--- src/rtl/uart_rx_fifo.sv ---
// UART receiver: 16x oversampled frame decoder with start/parity/stop checking,
// feeding a first-word-fall-through byte FIFO with sticky error reporting.
module uart_rx_fifo #(
  parameter int DATA_BITS  = 8,
  parameter int PARITY_EN  = 1,
  parameter int PARITY_ODD = 0,
  parameter int FIFO_DEPTH = 8,
  parameter int ADDR_W     = 3
) (
  input  logic              clk,
  input  logic              reset,
  input  logic              rx_en,
  input  logic              rx,
  input  logic              rd_en,
  input  logic              err_clr,
  output logic [7:0]        data_out,
  output logic              empty,
  output logic              full,
  output logic [ADDR_W:0]   count,
  output logic              frame_err,
  output logic              parity_err,
  output logic              overrun
);

  typedef enum logic [2:0] {
    S_IDLE,
    S_START,
    S_DATA,
    S_PARITY,
    S_STOP,
    S_WAIT_HI
  } state_t;

  localparam logic [2:0]      LAST_BIT  = 3'(DATA_BITS - 1);
  localparam logic            PAR_INIT  = 1'(PARITY_ODD);
  localparam logic [ADDR_W:0] DEPTH_CNT = (ADDR_W + 1)'(FIFO_DEPTH);

  // ---------------------------------------------------------------------------
  // Input synchroniser (idles high so reset never looks like a start bit)
  // ---------------------------------------------------------------------------
  logic rx_meta;
  logic rx_sync;

  // NOTE: sequential state is always updated with non-blocking assignments so
  // every flop samples the pre-edge value of its neighbours.
  always_ff @(posedge clk or posedge reset) begin
    if (reset) begin
      rx_meta <= 1'b1;
      rx_sync <= 1'b1;
    end else begin
      rx_meta <= rx;
      rx_sync <= rx_meta;
    end
  end

  // ---------------------------------------------------------------------------
  // Frame decoder
  // ---------------------------------------------------------------------------
  state_t      state;
  state_t      state_nxt;
  logic [3:0]  tick_cnt;
  logic [3:0]  tick_nxt;
  logic [2:0]  bit_cnt;
  logic [2:0]  bit_nxt;
  logic [7:0]  shift_reg;
  logic [7:0]  shift_nxt;
  logic        par_bad;
  logic        par_bad_nxt;
  logic        byte_done;
  logic        set_frame;
  logic        set_parity;
  logic        exp_par;

  // Bits above DATA_BITS are never written, so they stay zero and drop out.
  assign exp_par = (^shift_reg) ^ PAR_INIT;

  always_ff @(posedge clk or posedge reset) begin
    if (reset) begin
      state     <= S_IDLE;
      tick_cnt  <= '0;
      bit_cnt   <= '0;
      shift_reg <= '0;
      par_bad   <= 1'b0;
    end else begin
      state     <= state_nxt;
      tick_cnt  <= tick_nxt;
      bit_cnt   <= bit_nxt;
      shift_reg <= shift_nxt;
      par_bad   <= par_bad_nxt;
    end
  end

  always_comb begin
    // NOTE: every output of this block gets a default first; a path that left
    // one unassigned would infer a latch.
    state_nxt   = state;
    tick_nxt    = tick_cnt;
    bit_nxt     = bit_cnt;
    shift_nxt   = shift_reg;
    par_bad_nxt = par_bad;
    byte_done   = 1'b0;
    set_frame   = 1'b0;
    set_parity  = 1'b0;

    if (rx_en) begin
      tick_nxt = tick_cnt + 4'd1;
      unique case (state)
        S_IDLE: begin
          tick_nxt = '0;
          if (!rx_sync) state_nxt = S_START;
        end
        S_START: begin
          if (tick_cnt == 4'd7) begin
            tick_nxt    = '0;
            bit_nxt     = '0;
            par_bad_nxt = 1'b0;
            state_nxt   = rx_sync ? S_IDLE : S_DATA;
          end
        end
        S_DATA: begin
          if (tick_cnt == 4'd15) begin
            shift_nxt[bit_cnt] = rx_sync;
            bit_nxt            = bit_cnt + 3'd1;
            if (bit_cnt == LAST_BIT) state_nxt = (PARITY_EN != 0) ? S_PARITY : S_STOP;
          end
        end
        S_PARITY: begin
          if (tick_cnt == 4'd15) begin
            par_bad_nxt = (rx_sync != exp_par);
            state_nxt   = S_STOP;
          end
        end
        S_STOP: begin
          if (tick_cnt == 4'd15) begin
            if (rx_sync) begin
              state_nxt = S_IDLE;
              if (par_bad) set_parity = 1'b1;
              else         byte_done  = 1'b1;
            end else begin
              // A low stop bit wins over any parity complaint for this frame.
              set_frame = 1'b1;
              state_nxt = S_WAIT_HI;
            end
          end
        end
        S_WAIT_HI: begin
          tick_nxt = '0;
          if (rx_sync) state_nxt = S_IDLE;
        end
        default: state_nxt = S_IDLE;
      endcase
    end
  end

  // ---------------------------------------------------------------------------
  // FWFT FIFO
  // ---------------------------------------------------------------------------
  logic [7:0]        mem [FIFO_DEPTH];
  logic [ADDR_W-1:0] wr_ptr;
  logic [ADDR_W-1:0] rd_ptr;
  logic              do_pop;
  logic              do_push;
  logic              drop;

  assign empty   = (count == '0);
  assign full    = (count == DEPTH_CNT);
  assign do_pop  = rd_en && !empty;
  // A pop in the same cycle frees the slot the incoming byte needs.
  assign do_push = byte_done && (!full || do_pop);
  assign drop    = byte_done && full && !rd_en;

  assign data_out = empty ? 8'h00 : mem[rd_ptr];

  // NOTE: the storage array has no reset; empty gates data_out, so stale
  // contents are never observable and the array can map onto plain RAM.
  always_ff @(posedge clk) begin
    if (do_push) mem[wr_ptr] <= shift_reg;
  end

  always_ff @(posedge clk or posedge reset) begin
    if (reset) begin
      wr_ptr <= '0;
      rd_ptr <= '0;
      count  <= '0;
    end else begin
      if (do_push) wr_ptr <= wr_ptr + ADDR_W'(1);
      if (do_pop)  rd_ptr <= rd_ptr + ADDR_W'(1);
      unique case ({do_push, do_pop})
        2'b10:   count <= count + (ADDR_W + 1)'(1);
        2'b01:   count <= count - (ADDR_W + 1)'(1);
        default: count <= count;
      endcase
    end
  end

  // ---------------------------------------------------------------------------
  // Sticky error flags: a set event in the same cycle beats err_clr
  // ---------------------------------------------------------------------------
  always_ff @(posedge clk or posedge reset) begin
    if (reset) begin
      frame_err  <= 1'b0;
      parity_err <= 1'b0;
      overrun    <= 1'b0;
    end else begin
      frame_err  <= set_frame  | (frame_err  & ~err_clr);
      parity_err <= set_parity | (parity_err & ~err_clr);
      overrun    <= drop       | (overrun    & ~err_clr);
    end
  end

endmodule

--- config.mk ---
export PLATFORM = sky130hd
export DESIGN_NAME = uart_rx_fifo
export DESIGN_NICKNAME = d
export VERILOG_FILES = /design/src/rtl/uart_rx_fifo.sv
export SDC_FILE = /design/constraint.sdc
export NUM_CORES = 1
export LEC_CHECK = 0
export CORE_ASPECT_RATIO = 0.5
export CORE_MARGIN = 2
export CORE_UTILIZATION = 56
export CTS_BUF_LIST = sky130_fd_sc_hd__clkbuf_8
export CTS_CLUSTER_DIAMETER = 100
export CTS_CLUSTER_SIZE = 28
export DETAILED_ROUTE_END_ITERATION = 10
export MAX_ROUTING_LAYER = met4
export PLACE_DENSITY = 0.74
export SYNTH_ARGS = -nofsm -noshare
export SYNTH_HDL_FRONTEND = slang
export SYNTH_SLANG_ARGS = --single-unit
--- constraint.sdc ---
create_clock -name clk -period 3.1 [get_ports clk]
set_input_delay 0.31 -clock clk [delete_from_list [all_inputs] [get_ports clk]]
set_output_delay 0.31 -clock clk [all_outputs]
set_load 0.05 [all_outputs]
# Yosys cells after proc, flatten, opt, wreduce, memory -nomap -nowiden
# Memories as Yosys holds them, arrays and structs flattened.
# Index checks and enable logic that the tools add are counted.
# word_totals
ff_bits	34
n_memories	1
ram_bits	64
# mem_list
memory	depth	word_bits	read_ports	rd_clocked_by_memory_dff	write_ports	line	source
mem	8	8	1	0	1	158	logic [7:0] mem [FIFO_DEPTH];
# op_classes
muxes	39
reduce_logical	20
magnitude_cmp	2
n_bitwise	7
n_eq_ne	19
addsub	6
# op_table
op	count
$mux 3	10
$mux 1	19
$pmux 3 s6	1
$pmux 4 s2	2
$ne 2x2->1 const B	7
$add 3x1->3 const B	3
$eq 3x3->1 const B	3
$add 4x1->4 const B	2
$bwmux 8	1
$eq 4x4->1 const B	2
$mux 8	1
$reduce_and 4->1	2
$reduce_and 8->1	1
$reduce_xor 8->1	1
$eq 3x2->1 const B	2
$pmux 3 s2	1
$reduce_bool 2->1	3
$logic_and 1x1->1	5
$eq 4x3->1 const B	1
$logic_not 4->1	1
$lt 3x4->1 const B	1
$mux 4	1
$sub 4x1->4 const B	1
$and 1x1->1	3
15 further kinds	19

# Logic depth before layout (Yosys ltp)
# Gate-level depths: netlist (run 1).
# logic_depth
word_depth	8
mapped_depth	11
depth_no_buf	10

# Worst setup path before layout (run 1)
# Ideal clock, no wire load.
# synth_path
path_kind	flip-flop to flip-flop
start	reg count[1]
end	reg count[2]
slack_ns	-0.034
arrival_ns	2.983
t_required_ns	2.950
path_buffers	1
stages_incl_launch_ff	11
path_cell_list	dfrtp_1 buf_6 nor4_4 nor2b_1 ha_1 xor2_1 ha_1 a21oi_1 xor2_1 nor2_1 xor2_1
# synth_via
elab_chain_len	7
word_cells_on_any_way	13
cone_classes	add/sub: 2; eq/ne: 3; mux: 1; reduce/logical: 7
# synth_lines
item	line	source
start: declaration	19	output logic [ADDR_W:0] count,
start signal: assignment	189	2'b10: count <= count + (ADDR_W + 1)'(1);
start signal: assignment	190	2'b01: count <= count - (ADDR_W + 1)'(1);
start signal: assignment	191	default: count <= count;
$logic_not 4->1 (*)	165	assign empty = (count == '0);
via empty	17	output logic empty,
$logic_not 1->1 (*)	167	assign do_pop = rd_en && !empty;
$logic_and 1x1->1 (*)	167	
via do_pop	161	logic do_pop;
$logic_or 1x1->1	169	assign do_push = byte_done && (!full || do_pop);
$logic_and 1x1->1	169	
$eq 2x1->1 / $eq 2x2->1 (equally long branches)	188	unique case ({do_push, do_pop})
$pmux 4 s2 / $reduce_bool 2->1 (equally long branches)	n/a	
# The timed path passes the listed nets; every way through them passes the cells marked *.
# A chain may end at the register's enable or synchronous reset.

# Worst setup path after layout (run 1)
# layout_path
start	reg rd_ptr[1]
end	out data_out[1]
# layout_via
elab_chain_len	2
# layout_lines
item	line	source
start: declaration	160	logic [ADDR_W-1:0] rd_ptr;
start signal: assignment	187	if (do_pop) rd_ptr <= rd_ptr + ADDR_W'(1);
$mem_v2 8x8	n/a	
$mux 8	172	assign data_out = empty ? 8'h00 : mem[rd_ptr];
end: declaration	16	output logic [7:0] data_out,
# Every way passes these cells.

==> flow_summary.yaml, run 1 <==
status:
  status: "complete, no violations"
clock_network:
  ctsResizeCount: 0
  cts_setup_buffers: 0
  path_clk_slew_ns: 0.09
  htree_num_levels: 3
  cts_sinks: 98
  ctsHoldBuffers: 0
  cts_buffers: 9
  clk_latency_ns: 0.37
  cts-root-buf: "clkbuf_8"
  clk_path_buf_depth: 2
  cts_tree: "done"
yosys:
  yosysMostFrequentCell: "edfxtp_1"
  synth-async-reset-ratio: 0.3469
  synth_warnings: 0
  seq_area_frac_synth: 0.6324
  yosys-top-cells-count: "64 x edfxtp_1, 32 x dfrtp_1, 21 x nor2_1, 16 x mux4_2"
  synth_area_leaders: "edfxtp_1 44%, dfrtp_1 18%, mux4_2 8.2%, mux2_2 2.8%, mux2i_1 2.7%"
  ys.flop_type: "edfxtp_1"
  synth-xor-area-share: 0.03906
  synth.area.mux_share: 0.1411
  synth_area_um2: 4388
  synth_nets: 302
  synth-seq-cells: 98
  synth_area_per_cell_um2: 15.24
  synth_cell_types: 51
  yosys.area.top_type: "edfxtp_1"
  synth_top_family_by_area: "multiplexers"
  synth-simple-area-share: 0.09552
  synth_cells: 288
  synth_fa_ha_area_frac: 0.02281
  synth_compound_area_frac: 0.03964
  synth_top_area_share: 0.4380
  synth_edf_count: 64
floorplan:
  fp-row-count: 22
  ioPinCount: 23
  core_area_um2: 7460
  dieHeight_um: 66.59
  die_x_um: 129.2
  initial_utilization: 0.5882
  die_area_um2: 8602
timing:
  maxSlewHeadroom: 0.5114
  fmax_mhz: 345.8
  worstMarginPinSlew_ns: 0.7329
  setup_violations: 0
  timing.final.max_slew_violations: 0
  hold_viol: 0
  fin_crit_sh: 0.9328
  tns_ns: 0
  rsz0062_at_grt: "false"
  fin_skew_ns: 0.01036
  layout_min_cycle_time_ns: 2.892
setup_path:
  crit_fanout: 18
  cp.required_ns: 2.79
  crit_type: "reg -> out"
  start_kind: "flop"
  cp-end-kind: "primary output"
  worst_ep_arrival_time_ns: 2.58
routing:
  vias: 2464
  ant_nets: 0
  drt_iter0_markers: 190
  drcViolationCount: 0
  dr.pass1.iters: 6
  vias_per_cell: 5.717
  routedWlPerCell_um: 17.90
  wl_um: 7715
grt:
  grt_pass1_vias: 2531
  grt_max_degree: 35
  track_usage: 0.2098
  grt_overflow_total: 0
  antenna_found_initial: 0
  grt_pass1_wl_um: 12650
worst_hold_path:
  min_path_type: "in -> async"
place:
  place_congestion: 0.7564
  dpl_cell_area_um2: 4753
  portBuffers: 22
  dp_hpwl_um: 5084
finish:
  largest_reg_flops: 64
  area_delta_synth_final_pct: 12.63
  diodes: 0
  fin_area_um2: 4942
  drive_gt1_frac: 0.2012
  final_net_count: 333
flow_run:
  drv_cap: 0
power:
  p_per_area_nw_per_um2: 777.7
  max-vdd-ir-drop_uv: 742.1
  leakage_nw: 1.729
## cells in the final DEF (no fill, tap or decap), types with 9 or more instances in the layout
master / Yosys / routed
buf_4: 4 / 12
clkbuf_8: 0 / 9
clkdlybuf4s50_1: 0 / 22
dfrtp_1: 32 / 32
edfxtp_1: 64 / 64
inv_1: 13 / 13
mux2_2: 11 / 11
mux2i_1: 12 / 12
mux4_2: 16 / 16
nand2_1: 13 / 13
nor2_1: 21 / 21
xnor2_1: 9 / 9
## stage by stage
step / hold WS [ns] / utilization / instances / setup slack [ns] / total power [mW]
finish: 0.3312 / 0.6625 / 431 / 0.2082 / 3.843
CTS: 0.3375 / 0.6625 / 431 / 0.1541 / 3.883
floorplan: 0.3145 / - / 288 / 0.02154 / 2.759
global placement: 0.3467 / 0.6372 / 416 / 0.4640 / 3.041
detailed placement: 0.3516 / 0.6372 / 416 / 0.3786 / 3.095
global route: 0.3471 / 0.6625 / 431 / 0.03744 / 4.056
## power breakdown
part	switching, mW	leakage (nW)	internal, mW	total, mW
Clock	0.419	0.0975	0.371	0.790
Combinational	0.695	0.730	0.560	1.26
Sequential	0.284	0.901	1.51	1.80
Total	1.40	1.73	2.45	3.84
## per-layer routing
layer / up-vias / share of wire / global-route usage
met5: - / 0 / -
met4: 0 / 0.013 / 0.05435
met3: 10 / 0.064 / 0.06667
met2: 87 / 0.48 / 0.3362
met1: 1228 / 0.44 / 0.2648
li1: 1139 / - / -
## path summary, 6_finish.rpt
check	startpoint	end	slack (ns)	depth (start not counted)
max	rd_ptr[1]$_DFFE_PP0P_	data_out[1]	0.21	4
min	reset	shift_reg[7]$_DFFE_PP0P_	0.33	3
max reg2reg	count[1]$_DFFE_PP0P_	count[2]$_DFFE_PP0P_	0.44	9
min reg2reg	rx_meta$_DFF_PP1_	rx_sync$_DFF_PP1_	0.36	0
max in group asynchronous	reset	rx_sync$_DFF_PP1_	2.43	3
min in group clk	rx	rx_meta$_DFF_PP1_	0.36	1
## cell families after synthesis
group / Yosys count
flops: 98
simple gates: 74
mux: 40
buf+inv: 27
compound gates: 23
xor+xnor: 18
fa+ha+maj: 8
## worst max-delay path, cell delays in order, from the launching register on
cell and delay [ns]:
dfrtp_1 0.82, mux4_2 0.34, mux2i_1 0.07, nor2_1 0.17, clkdlybuf4s50_1 0.83
## layout make-up
type / instances / area, um2
multi-input combinational: 163 / 1484
fill: 527 / 2517
inverter: 13 / 48.80
clock buffer: 9 / 123.9
sequential: 98 / 2775
timing repair buffer: 34 / 310.3
tap: 108 / 135.1
clock inverter: 6 / 65.06
Note: power is estimated with default switching activity, not from simulation.
==> run 2, diff against run 1 <==
--- a/config.mk
+++ b/config.mk
@@ -14,6 +14,7 @@
 export DETAILED_ROUTE_END_ITERATION = 10
 export MAX_ROUTING_LAYER = met4
 export PLACE_DENSITY = 0.74
+export SKIP_CTS_REPAIR_TIMING = 1
 export SYNTH_ARGS = -nofsm -noshare
 export SYNTH_HDL_FRONTEND = slang
 export SYNTH_SLANG_ARGS = --single-unit
==> results of run 2 <==
No change in the layout: final DEF, timing and power equal those of run 1.
==> run 3, diff against run 2 <==
--- a/config.mk
+++ b/config.mk
@@ -10,7 +10,6 @@
 export CORE_UTILIZATION = 56
 export CTS_BUF_LIST = sky130_fd_sc_hd__clkbuf_8
 export CTS_CLUSTER_DIAMETER = 100
-export CTS_CLUSTER_SIZE = 28
 export DETAILED_ROUTE_END_ITERATION = 10
 export MAX_ROUTING_LAYER = met4
 export PLACE_DENSITY = 0.74
==> results of run 3 <==
No change in the layout: final DEF, timing and power equal those of run 1.
==> edit 1: new RTL, config.mk and constraints of run 2 <==
Take the reset off `shift_reg` and load it in a clocked block of its own.
--- a/src/rtl/uart_rx_fifo.sv
+++ b/src/rtl/uart_rx_fifo.sv
@@ -80,5 +80,4 @@
       tick_cnt  <= '0;
       bit_cnt   <= '0;
-      shift_reg <= '0;
       par_bad   <= 1'b0;
     end else begin
@@ -86,7 +85,10 @@
       tick_cnt  <= tick_nxt;
       bit_cnt   <= bit_nxt;
-      shift_reg <= shift_nxt;
       par_bad   <= par_bad_nxt;
     end
+  end
+
+  always_ff @(posedge clk) begin
+    shift_reg <= shift_nxt;
   end
 
Function: no difference found for any inputs over 10 cycles, from zero or initial values and one cycle with reset high; that may be too few to reach the edited logic, so the function may still have changed.
==> edit 1 against run 2 <==
Routed wire length shrank 2.0%; highest routed layer unchanged; worst setup slack lost 0.040 ns; total power grew 6.2%; sequential cell count is the same; combinational power grew 21%; synthesized area shrank 2.1%; final area shrank 1.9%.
==> edit 1: results (changes against run 2) <==
stage	metric	value	unit	change
run_status	status	finished, final reports clean		
critical_path	cpLargestDelayFamily	flip-flops		
layout	diodes	0		unchanged
pwr	peakVddDrop	0.000731	V	-1.4%
global_route	track_usage	0.208		-0.00203
yosys	ys_async_sr_fraction	0.265		-0.0816
placement	place_inst	391		-6.0%
layout	largest_reg_flops	64		unchanged
critical_path	slowest_stage	dfrtp_1		
clocking	numCtsBuffers	9		unchanged
timing	worst_pin_slew	0.998	ns	+0.265 ns
pwr	cellLeakagePower	1.70	nW	-1.5%
clocking	cts_max_path_buffers	2		unchanged
drt	vias	2336		-5.2%
yosys	syn-num-nets	287		-5.0%
placement	place_ws	0.391	ns	+0.0129 ns
global_route	first_global_vias	2372		-6.3%
pwr	p_int	0.00250	W	+2.0%
yosys	ys_top_cells_by_count	72 x edfxtp_1, 24 x dfrtp_1, 24 x nor2_1		
yosys	ys_types	51		unchanged
clocking	path_clk_slew	0.09	ns	about the same
global_route	use_met1	0.278		+0.0133
layout	fillers	531		+0.76%
global_route	grt_pass1_wl	12400	µm	-2.3%
critical_path	crit_arrival	2.62	ns	+0.04 ns
drt	drt_iter0_drc	211		+11%
layout	finalNetCount	320		-3.9%
drt	dr.pass1.iters	4		-2
clocking	cts_root_buf	clkbuf_8		
pwr	p_seq	0.00178	W	
clocking	clk_latency	0.37	ns	about the same
layout	final_cell_count_no_fill	407		-5.6%
yosys	synthAdderAreaFrac	0.0233		+0.000499
global_route	met2_usage	0.322		-0.0147
critical_path	slowest_delay	0.88	ns	+0.05 ns
yosys	synth-compound-area-share	0.0422		+0.00261
yosys	yosys_warnings	0		unchanged
placement	gp_congestion	0.780		+3.1%
timing	finClkSkew	0.0105	ns	+0.000162 ns
yosys	synth_cells	273		-5.2%
global_route	grt_max_degree	27		-23%
layout	drive_gt1_frac	0.180		-0.0212
die	dieArea	8430	µm²	-2.0%
drt	wl	7560	µm	-2.0%
yosys	synth-xor-area-share	0.0420		+0.00289
global_route	gr-usage-met3	0.0534		-0.0133
yosys	yosysSeqAreaShare	0.656		+0.0231
placement	place_area	4660	µm²	-1.9%
global_route	antenna_found_initial	0		unchanged
pwr	p_clk_frac	0.189		-0.017
placement	place_hpwl	4900	µm	-3.6%
pwr	seqPwrFrac	0.435		-0.033
yosys	netlist_top_cells_area	edfxtp_1 50%, dfrtp_1 14%, mux4_2 8.4%		
yosys	synth_mux_area_frac	0.118		-0.0234
yosys	synth_edf_count	72		+13%
hold_path	hold_class	input pin to flip-flop		
## edit 1: changes by cell type after synthesis, moves of 5 or more
cell	delta
dfrtp_1	-8
edfxtp_1	+8
mux2_2	-8
nand2b_1	+5
nand3_1	-5
## edit 1: logic make-up after synthesis
logic type      count (synthesis)
buf+inv                        20
flops                          98
fa+ha+maj                       8
mux                            30
simple gates                   74
xor+xnor                       19
compound gates                 24
## edit 1: worst reg2reg max path, cell delays in order (launching register included)
cell,delay (ns)
dfrtp_1,0.41
ha_1,0.32
nand3_2,0.22
nor4_4,0.33
nand2_2,0.18
ha_1,0.28
xor2_1,0.17
ha_1,0.19
a21oi_1,0.15
xor2_1,0.17
nor2_1,0.06
xor2_1,0.14
## edit 1: worst paths after layout
check,start,end,slack [ns],cells after the start
max,rd_ptr[1]$_DFFE_PP0P_,data_out[0],0.17,4
min,rx,rx_meta$_DFF_PP1_,0.35,1
max reg2reg,tick_cnt[0]$_DFFE_PP0P_,count[2]$_DFFE_PP0P_,0.38,11
min reg2reg,rx_meta$_DFF_PP1_,rx_sync$_DFF_PP1_,0.36,0
max in group asynchronous,reset,bit_cnt[1]$_DFFE_PP0P_,2.01,2
min in group asynchronous,reset,tick_cnt[3]$_DFFE_PP0P_,0.48,2
## edit 1: area by class of cell
cell class | count | area, µm² | share of cell area
Sequential cell | 98 | 2820 | 0.581
Multi-Input combinational cell | 155 | 1390 | 0.287
Timing Repair Buffer | 33 | 303 | 0.0625
Clock buffer | 9 | 124 | 0.0255
Tap cell | 96 | 120 | 0.0248
Clock inverter | 7 | 62.6 | 0.0129
Inverter | 9 | 33.8 | 0.00697
## edit 1: metal layers
layer	up-vias	wire length (µm)
met4	0	82
met2	59	3590
li1	1106	-
met1	1161	3490
met3	10	395
met5	-	0
==> edit 2: new RTL, config.mk and constraints of run 2 <==
Without the edit above. Set the parameter `DATA_BITS` to 4 (it was 8).
--- a/src/rtl/uart_rx_fifo.sv
+++ b/src/rtl/uart_rx_fifo.sv
@@ -2,5 +2,5 @@
 // feeding a first-word-fall-through byte FIFO with sticky error reporting.
 module uart_rx_fifo #(
-  parameter int DATA_BITS  = 8,
+  parameter int DATA_BITS  = 4,
   parameter int PARITY_EN  = 1,
   parameter int PARITY_ODD = 0,
Formal check against the unedited RTL: same outputs for any inputs over 10 cycles, from zero or initial values and one cycle with reset high; that may be too few to reach the edited logic, so the function may still have changed.
==> edit 2 against run 2 <==
Sequential cell count unchanged; sequential share of layout area is 0.28 points lower; utilization rose by 0.34 points; synthesized area did not move; first-iteration DRC count fell by 9.5%; final area grew 0.51%; worst setup slack got worse by 0.076 ns; routed wire length grew 3.0%; total power down 0.53%; largest cell class unchanged; highest routed layer unchanged.
==> edit 2: results (changes against run 2) <==
stage	metric	value	unit	change
yosys	syn-num-nets	305		+0.99%
global_route	gr-usage-met3	0.0651		-0.00161
critical_path	slowest_stage	dfrtp_1		
drt	dr.pass1.iters	5		-1
drt	wl_per_cell	18.1	µm	+0.86%
yosys	ys_types	52		+2.0%
run_status	status	finished, final reports clean		
critical_path	cpLargestDelayFamily	flip-flops		
timing	finClkSkew	0.00931	ns	-0.00106 ns
pwr	peakVddDrop	0.000430	V	-42%
drt	wl_met2	3950	µm	+6.7%
global_route	met2_usage	0.360		+0.0237
placement	place_inst	425		+2.2%
global_route	track_usage	0.215		+0.00496
layout	drive_gt1_frac	0.199		-0.00244
placement	gp_congestion	0.851		+12%
critical_path	regToRegStartpoint	count[0]$_DFFE_PP0P_		
global_route	use_met1	0.260		-0.00464
critical_path	slowest_delay	0.87	ns	+0.04 ns
global_route	grt_pass1_wl	12900	µm	+1.9%
yosys	syn-mean-instance-area	15.1	µm²	-1.0%
layout	fillers	532		+0.95%
drt	wl_met1	3510	µm	+2.6%
timing	fin_worst_hold_slack	0.336	ns	+0.00445 ns
layout	fin_area	4970	µm²	+0.51%
pwr	cellLeakagePower	1.96	nW	+13%
drt	wl_met3	407	µm	-18%
critical_path	r2r_slack	0.35	ns	-0.09 ns
## edit 2: where the power goes
| group | switching (W) | leakage (nW) | internal (W) |
|---|---|---|---|
| clock network | 0.000426 | 0.0849 | 0.000289 |
| logic | 0.000723 | 0.769 | 0.000598 |
| registers | 0.000271 | 1.11 | 0.00152 |
| total | 0.00142 | 1.96 | 0.00240 |
## edit 2: cell families (layout without fill, tap and decap cells)
group	after synthesis	in the layout	share of synthesized area
compound gates	26	26	0.0442
buf+inv	25	66	0.0251
xor+xnor	18	18	0.0391
simple gates	78	78	0.0998
flops	98	98	0.632
mux	38	38	0.137
fa+ha+maj	8	8	0.0228
## edit 2: cell type report
type                       count  area (µm²)  area share
sequential                    98        2780       0.559
clock buffer                   9         124      0.0249
clock inverter                 6        41.3     0.00831
tap                          108         135      0.0272
inverter                      13        48.8     0.00982
timing repair buffer          38         340      0.0685
multi-input combinational    168        1500       0.303
## edit 2: worst min-delay path, cell delays in order
cell and delay, ns:
clkdlybuf4s50_1 0.39, inv_1 0.05, buf_4 0.38
